$ cat config.mk
export PLATFORM = sky130hd
export DESIGN_NAME = instruction_sequencer
export DESIGN_NICKNAME = d
export VERILOG_FILES = /design/src/rtl/instruction_sequencer.sv
export SDC_FILE = /design/constraint.sdc
export NUM_CORES = 1
export LEC_CHECK = 0
export BUFFER_PORTS_ARGS = -buffer_cell sky130_fd_sc_hd__buf_2
export CAP_MARGIN = 20
export CORE_MARGIN = 2
export CORE_UTILIZATION = 42
export DETAILED_ROUTE_END_ITERATION = 8
export GPL_ROUTABILITY_DRIVEN = 0
export PLACE_DENSITY = 0.72
export SLEW_MARGIN = 15
export SYNTH_ARGS = -nofsm -noshare
export SYNTH_HDL_FRONTEND = slang
export SYNTH_SLANG_ARGS = --single-unit
$ cat constraint.sdc
create_clock -name CLK -period 3.3 [get_ports CLK]
set_clock_uncertainty 0.2 [all_clocks]
set_input_delay 0.99 -clock CLK [delete_from_list [all_inputs] [get_ports CLK]]
set_output_delay 0.99 -clock CLK [all_outputs]
set_load 0.1 [all_outputs]
$ cat src/rtl/instruction_sequencer.sv
// Fetch/execute phase controller: sequences instruction reads, pulses the
// instruction-latch load, inserts an optional second execute cycle and
// handles debug halt/step and bus fetch timeout.
module instruction_sequencer #(
    parameter int unsigned RESET_HOLD   = 2,
    parameter int unsigned WAIT_TIMEOUT = 15,
    parameter int unsigned COUNT_W      = 16
) (
    input  logic               CLK,
    input  logic               RESET_N,
    input  logic               MEM_READY,
    input  logic               MULTI_CYCLE,
    input  logic               HALT_INSN,
    input  logic               DEBUG_MODE,
    input  logic               DEBUG_STEP,
    output logic               MEM_RD,
    output logic               EXECUTE,
    output logic               PC_INC,
    output logic [1:0]         PHASE,
    output logic               HALTED,
    output logic               BUS_ERROR,
    output logic [COUNT_W-1:0] INSN_COUNT
);

    typedef enum logic [3:0] {
        S_HOLD, S_FETCH, S_WAIT, S_LATCH, S_EXEC, S_EXEC2, S_WB, S_HALT, S_ERROR
    } state_t;

    typedef enum logic {
        CAUSE_DEBUG = 1'b0,
        CAUSE_INSN  = 1'b1
    } cause_t;

    localparam logic [3:0] HOLD_LAST = 4'(RESET_HOLD - 1);
    localparam logic [7:0] WAIT_LAST = 8'(WAIT_TIMEOUT);

    state_t               state, state_nxt;
    cause_t               halt_cause, cause_nxt;
    logic [3:0]           hold_cnt, hold_nxt;
    logic [7:0]           wait_cnt, wait_nxt;
    logic [7:0]           wait_inc;
    logic [COUNT_W-1:0]   insn_count, count_nxt;
    logic                 step_q;
    logic                 step_edge;

    assign step_edge  = DEBUG_STEP & ~step_q;
    assign wait_inc   = wait_cnt + 8'd1;
    assign INSN_COUNT = insn_count;

    // State, counters and step-edge register
    always_ff @(posedge CLK or negedge RESET_N) begin
        if (!RESET_N) begin
            state      <= S_HOLD;
            halt_cause <= CAUSE_DEBUG;
            hold_cnt   <= '0;
            wait_cnt   <= '0;
            insn_count <= '0;
            step_q     <= 1'b0;
        end else begin
            state      <= state_nxt;
            halt_cause <= cause_nxt;
            hold_cnt   <= hold_nxt;
            wait_cnt   <= wait_nxt;
            insn_count <= count_nxt;
            step_q     <= DEBUG_STEP;
        end
    end

    // Next-state logic and state-decoded outputs
    always_comb begin
        state_nxt = state;
        cause_nxt = halt_cause;
        hold_nxt  = hold_cnt;
        wait_nxt  = wait_cnt;
        count_nxt = insn_count;
        MEM_RD    = 1'b0;
        EXECUTE   = 1'b0;
        PC_INC    = 1'b0;
        PHASE     = 2'd0;
        HALTED    = 1'b0;
        BUS_ERROR = 1'b0;

        case (state)
            S_HOLD: begin
                if (hold_cnt == HOLD_LAST) begin
                    hold_nxt = '0;
                    if (DEBUG_MODE) begin
                        state_nxt = S_HALT;
                        cause_nxt = CAUSE_DEBUG;
                    end else begin
                        state_nxt = S_FETCH;
                    end
                end else begin
                    hold_nxt = hold_cnt + 4'd1;
                end
            end
            S_FETCH: begin
                MEM_RD = 1'b1;
                if (MEM_READY) begin
                    state_nxt = S_LATCH;
                end else if (WAIT_LAST == 8'd1) begin
                    // The first low cycle already reaches a timeout of one
                    state_nxt = S_ERROR;
                    wait_nxt  = 8'd1;
                end else begin
                    state_nxt = S_WAIT;
                    wait_nxt  = 8'd1;
                end
            end
            S_WAIT: begin
                MEM_RD = 1'b1;
                if (MEM_READY) begin
                    state_nxt = S_LATCH;
                    wait_nxt  = '0;
                end else begin
                    wait_nxt = wait_inc;
                    if (wait_inc == WAIT_LAST) state_nxt = S_ERROR;
                end
            end
            S_LATCH: begin
                EXECUTE   = 1'b1;
                PC_INC    = 1'b1;
                PHASE     = 2'd1;
                state_nxt = S_EXEC;
            end
            S_EXEC: begin
                PHASE     = 2'd2;
                state_nxt = MULTI_CYCLE ? S_EXEC2 : S_WB;
            end
            S_EXEC2: begin
                PHASE     = 2'd2;
                state_nxt = S_WB;
            end
            S_WB: begin
                PHASE     = 2'd3;
                count_nxt = insn_count + 1'b1;
                if (HALT_INSN) begin
                    state_nxt = S_HALT;
                    cause_nxt = CAUSE_INSN;
                end else if (DEBUG_MODE) begin
                    state_nxt = S_HALT;
                    cause_nxt = CAUSE_DEBUG;
                end else begin
                    state_nxt = S_FETCH;
                end
            end
            S_HALT: begin
                HALTED = 1'b1;
                if (step_edge || (halt_cause == CAUSE_DEBUG && !DEBUG_MODE))
                    state_nxt = S_FETCH;
            end
            S_ERROR: begin
                HALTED    = 1'b1;
                BUS_ERROR = 1'b1;
            end
            default: state_nxt = S_HOLD;
        endcase
    end

endmodule

# ---- Word-level counts from Yosys, hierarchy flattened
# Index checks and enable logic that the tools add are counted.
dict set report op_classes {
  n_eq_ne 14
  muxes 22
  reduce_logical 12
  addsub 3
  bitwise_logic 4
}
# operator n
set ops {}
lappend ops {{4-bit case mux with 9 select lines} 1}
lappend ops {{4-bit two-way mux} 6}
lappend ops {{16-bit by 1-bit adder with 16-bit output (second input constant)} 1}
lappend ops {{4-bit by 3-bit == test with 1-bit output (second input constant)} 4}
lappend ops {{8-bit two-way mux} 2}
lappend ops {{8-bit case mux with 2 select lines} 1}
lappend ops {{8-bit by 1-bit adder with 8-bit output (second input constant)} 1}
lappend ops {{4-bit by 1-bit == test with 1-bit output (second input constant)} 2}
lappend ops {{4-bit by 2-bit == test with 1-bit output (second input constant)} 2}
lappend ops {{8-bit by 4-bit == test with 1-bit output (second input constant)} 1}
lappend ops {{1-bit two-way mux} 8}
lappend ops {{2-bit != test (second input constant)} 3}
lappend ops {{2-bit case mux with 3 select lines} 1}
lappend ops {{2-bit OR reduction} 3}
lappend ops {{4-bit by 1-bit adder with 4-bit output (second input constant)} 1}
lappend ops {{4-bit == test (second input constant)} 1}
lappend ops {{4-bit logical NOT} 1}
lappend ops {{2-bit AND reduction} 2}
lappend ops {{4-bit AND reduction} 1}
lappend ops {{2-bit nonzero test} 2}
lappend ops {{3-bit two-way mux} 1}
lappend ops {{3-bit != test (second input constant)} 1}
lappend ops {{1-bit inverter} 3}
lappend ops {{2-bit two-way mux} 1}
lappend ops {{other kinds (5)} 5}
dict set report word_totals {
  word_cells 61
  out_inout_bits 23
  register_bits 34
}

# ---- Depth between registers and ports, before layout
dict set report depth {
  ltp_word 5
  mapped_depth 8
}

# ---- Worst setup path before layout
# OpenSTA, ideal clock, no wires.
dict set report synth_timing {
  path_kind {reg2out}
  start {register state[3]}
  end {output PHASE[0]}
  stages_incl_launch_ff 6
  path_slack_ps -706
  n_path_buf 2
  arrival_time_ps 2816
  required_ps 2110
  path_cell_list {dfrtp_1 buf_6 or2_1 clkbuf_1 nor2_1 or2_2}
}
dict set report synth_between {
  elab_chain_cells 3
  elab_cells_between_ends 6
  classes_between {eq/ne: 4; mux: 1; reduce/logical: 1}
}
# element line_no
set synth_rtl {}
lappend synth_rtl {{start, declared} 37} ;# state_t state, state_nxt;
lappend synth_rtl {{start signal, assigned} 60} ;# state <= state_nxt;
lappend synth_rtl {{4-bit by 3-bit == test with 1-bit output} 83} ;# case (state)
lappend synth_rtl {{2-bit OR reduction (no line)} -}
lappend synth_rtl {{2-bit case mux with 3 select lines (*)} 83}
lappend synth_rtl {{end, declared} 19} ;# output logic [1:0] PHASE,
# Mark *: on every way between the ends. The rest lies on a longest branch, timed or not.

# ---- Worst setup path after layout
dict set report layout_timing {
  start {register state[2]}
  end {output HALTED}
}
dict set report layout_between {
  elab_chain_cells 3
  elab_cells_between_ends 4
  classes_between {eq/ne: 2; mux: 1; reduce/logical: 1}
}
# element line_no
set layout_rtl {}
lappend layout_rtl {{4-bit by 3-bit == test with 1-bit output or 4-bit == test (tied branches)} 83}
lappend layout_rtl {{2-bit OR reduction (no line) (*)} -}
lappend layout_rtl {{1-bit two-way mux (*)} 83}
lappend layout_rtl {{end, declared} 20} ;# output logic HALTED,
# Marks and branches as above.

==> results by group <==
Worst setup path
  • CP Max Fanout: 13
  • Crit start category: flop
  • CP max stage cell: dfrtp_1
  • R2R depth: 7
  • Req. time, crit path: 2110 ps
  • CP Capture Type: output port
  • Crit-path cells: nor3_1 -> and2_2 -> o21bai_2 -> buf_2
  • Crit path kind: flop to output port
  • WP data arrival: 1770 ps
  • Max stage delay on crit path: 500 ps

Detailed routing
  • Routed WL: 3.90 mm
  • DR DRC count: 0
  • WL met3: 209 µm
  • Avg WL per Cell: 13.9 µm
  • Initial drt markers: 67
  • Via count: 1567
  • Wl on met1: 1.80 mm
  • DR top layer: met4
  • WL met2: 1.85 mm
  • ANT nets after route: 0
  • Vias per std cell: 5.60
  • DRT Pass-1 Iters: 4

Placed design
  • DP Area: 0.00214 mm²
  • Input/output buffers: 29
  • Half-perimeter wire length after placement: 2.81 mm

STA
  • Fmax achieved: 338 MHz
  • Final Critical Period: 2960 ps
  • Tcrit/Tclk final: 89.7%
  • Max-slew violations: 0
  • Worst relative slew slack: 49.7%
  • Setup-failing EPs final: 0
  • Fin. Hold Viols: 0
  • RSZ-0062 raised after global routing: no
  • Worst Max-Slew Pin Slew: 754 ps
  • Total Negative Setup Slacks: 0 ps

Run status
  • Outcome: completed

GRT
  • Antenna violations before repair: 0
  • GRT Util Overall: 15.6%
  • Gr ovfl total: 0
  • Vias in the first global route: 1438
  • First-pass GRT wire length: 6.51 mm
  • Largest net degree at the start of global routing: 35

Die
  • Full die area: 0.00525 mm²
  • Die X: 72.5 µm
  • Row count: 24
  • Die Ht: 72.5 µm
  • Core ar.: 0.00444 mm²
  • Initial Util: 44.3%
  • # IOs: 30

Logic synthesis
  • Async set-reset flop share out of synthesis: 100%
  • Cell taking the most area after synthesis: dfrtp_1
  • Post-synthesis cell count: 199
  • Post-synth EDFFs: 0
  • Yosys reg bits: 34
  • Dominant synthesized flop cell: dfrtp_1
  • Share of Yosys cell area claimed by the top area cell type: 43.2%
  • Count of cell types in the netlist: 49
  • Sequential-to-total area share from yosys stat: 43.2%
  • Cells taking the most area after synthesis: dfrtp_1 (43%), xnor2_1 (6.2%), o21ai_0 (3.6%)
  • Avg Synthesized Cell Area: 9.90 µm²
  • Syn nets: 209
  • Syn Std Cell Area: 0.00197 mm²
  • YS warnings: 0

Clocking
  • CTS Hold Bufs: 0
  • Reg clk slew, reported paths: 70 ps
  • CTS tree: yes
  • Post-cts sizing count: 0
  • CTS Sinks: 34
  • Clock buffer depth: 2
  • Worst skew pair latency: 270 ps
  • TritonCTS Buffers: 5
  • # Post-CTS Setup Buffers: 0
  • CTS H-tree lvls: 2
  • Root Driver: clkbuf_8

Final layout
  • Area grow syn2layout: 13.5%
  • Nets: 237
  • Finished Cell Area: 0.00223 mm²
  • Ant. Diodes: 0
  • Share of cells above drive strength 1: 26.3%

Flow run
  • Max cap viols: 0

Power
  • P_leak: 1.04 nW
  • Max VDD drop: 0.000506 V
  • Pwr Density: 947 mW/mm²

Min path
  • Worst min-delay path class: flop to flop
  • Hold Path Depth: 1
registers in the layout, summed over array words and instances, names as in the netlist:
signal,count
hold_cnt,4
state,4
wait_cnt,8
halt_cause,1
INSN_COUNT,16
step_q,1
layer usage:
metal | track usage [%] | vias up
li1 | - | 768
met1 | 20.0 | 742
met2 | 26.1 | 50
met3 | 4.31 | 7
met4 | 4.32 | 0
met5 | 0 | -
worst max-delay path, delay by kind of cell, from the launching register on:
kind	cells	cell delay, ps
DFF	1	500
and+or+nand+nor	2	460
buffers and inverters	1	430
AOI/OAI and AO/OA	1	100
cells by family after synthesis:
group | after synthesis | share of synthesized area, %
compound gates | 48 | 16.8
xor+xnor | 20 | 8.89
fa+ha+maj | 3 | 1.91
buf+inv | 14 | 5.27
flops | 34 | 43.2
mux | 2 | 1.08
simple gates | 78 | 22.9
where the power goes:
part / internal [mW] / switching, mW
clock network: 0.168 / 0.142
logic: 0.337 / 0.863
registers: 0.491 / 0.116
total: 0.996 / 1.12
area by class of cell:
type	count	area (µm²)
fillers	416	2210
multi-input cells	151	1030
flip-flops and latches	34	851
repair buffers	32	183
clock buffers	7	86.3
well taps	52	65.1
inverters	3	11.3
clock inverters	1	5.00
metrics by stage:
step	total power [mW]	utilization (%)	worst slack, ps	hold WS [ps]	instances
CTS	2.13	50.3	332	272	280
global placement	1.81	48.2	658	257	272
finish	2.12	50.3	341	265	280
floorplan	1.64	-	138	267	199
detailed placement	1.81	48.2	639	262	272
global route	2.23	50.3	201	313	280
cell usage after synthesis, types with 5 or more instances:
cell / count
o21a_1: 7
a31oi_1: 5
o21ai_0: 14
nand3_1: 11
a21oi_1: 7
nand4_1: 6
and3_1: 6
xor2_1: 6
nor2_1: 15
nand2_1: 14
nor3_1: 5
xnor2_1: 14
dfrtp_1: 34
worst paths after layout:
check,start,slack [ps],endpoint
max,state[2]$_DFFE_PN0P_,340,HALTED
min,INSN_COUNT[15]$_DFFE_PN0P_,270,INSN_COUNT[15]$_DFFE_PN0P_
max reg2reg,state[0]$_DFFE_PN0P_,1240,INSN_COUNT[15]$_DFFE_PN0P_
min reg2reg,INSN_COUNT[15]$_DFFE_PN0P_,270,INSN_COUNT[15]$_DFFE_PN0P_
max in group asynchronous,RESET_N,1840,wait_cnt[1]$_DFFE_PN0P_
min in group asynchronous,RESET_N,580,INSN_COUNT[5]$_DFFE_PN0P_
placed cells by master (no fill, tap or decap), types with 2 or more instances in the layout:
| cell type | count |
|---|---|
| nand3b_1 | 2 |
| nand2b_1 | 2 |
| xnor2_1 | 14 |
| a22o_1 | 2 |
| ha_1 | 3 |
| inv_1 | 3 |
| a31oi_1 | 5 |
| or2_2 | 2 |
| nand2_2 | 2 |
| nor3_1 | 5 |
| a21oi_1 | 6 |
| o21a_1 | 7 |
| o31ai_1 | 3 |
| o21ai_0 | 14 |
| nor2b_1 | 2 |
| xor2_1 | 6 |
| nand3_1 | 11 |
| clkbuf_8 | 6 |
| buf_4 | 3 |
| nor2_1 | 13 |
| and3_1 | 6 |
| nand2_1 | 14 |
| dfrtp_1 | 34 |
| nand4_1 | 6 |
| buf_2 | 28 |
Power figures use the tool's default switching activity.
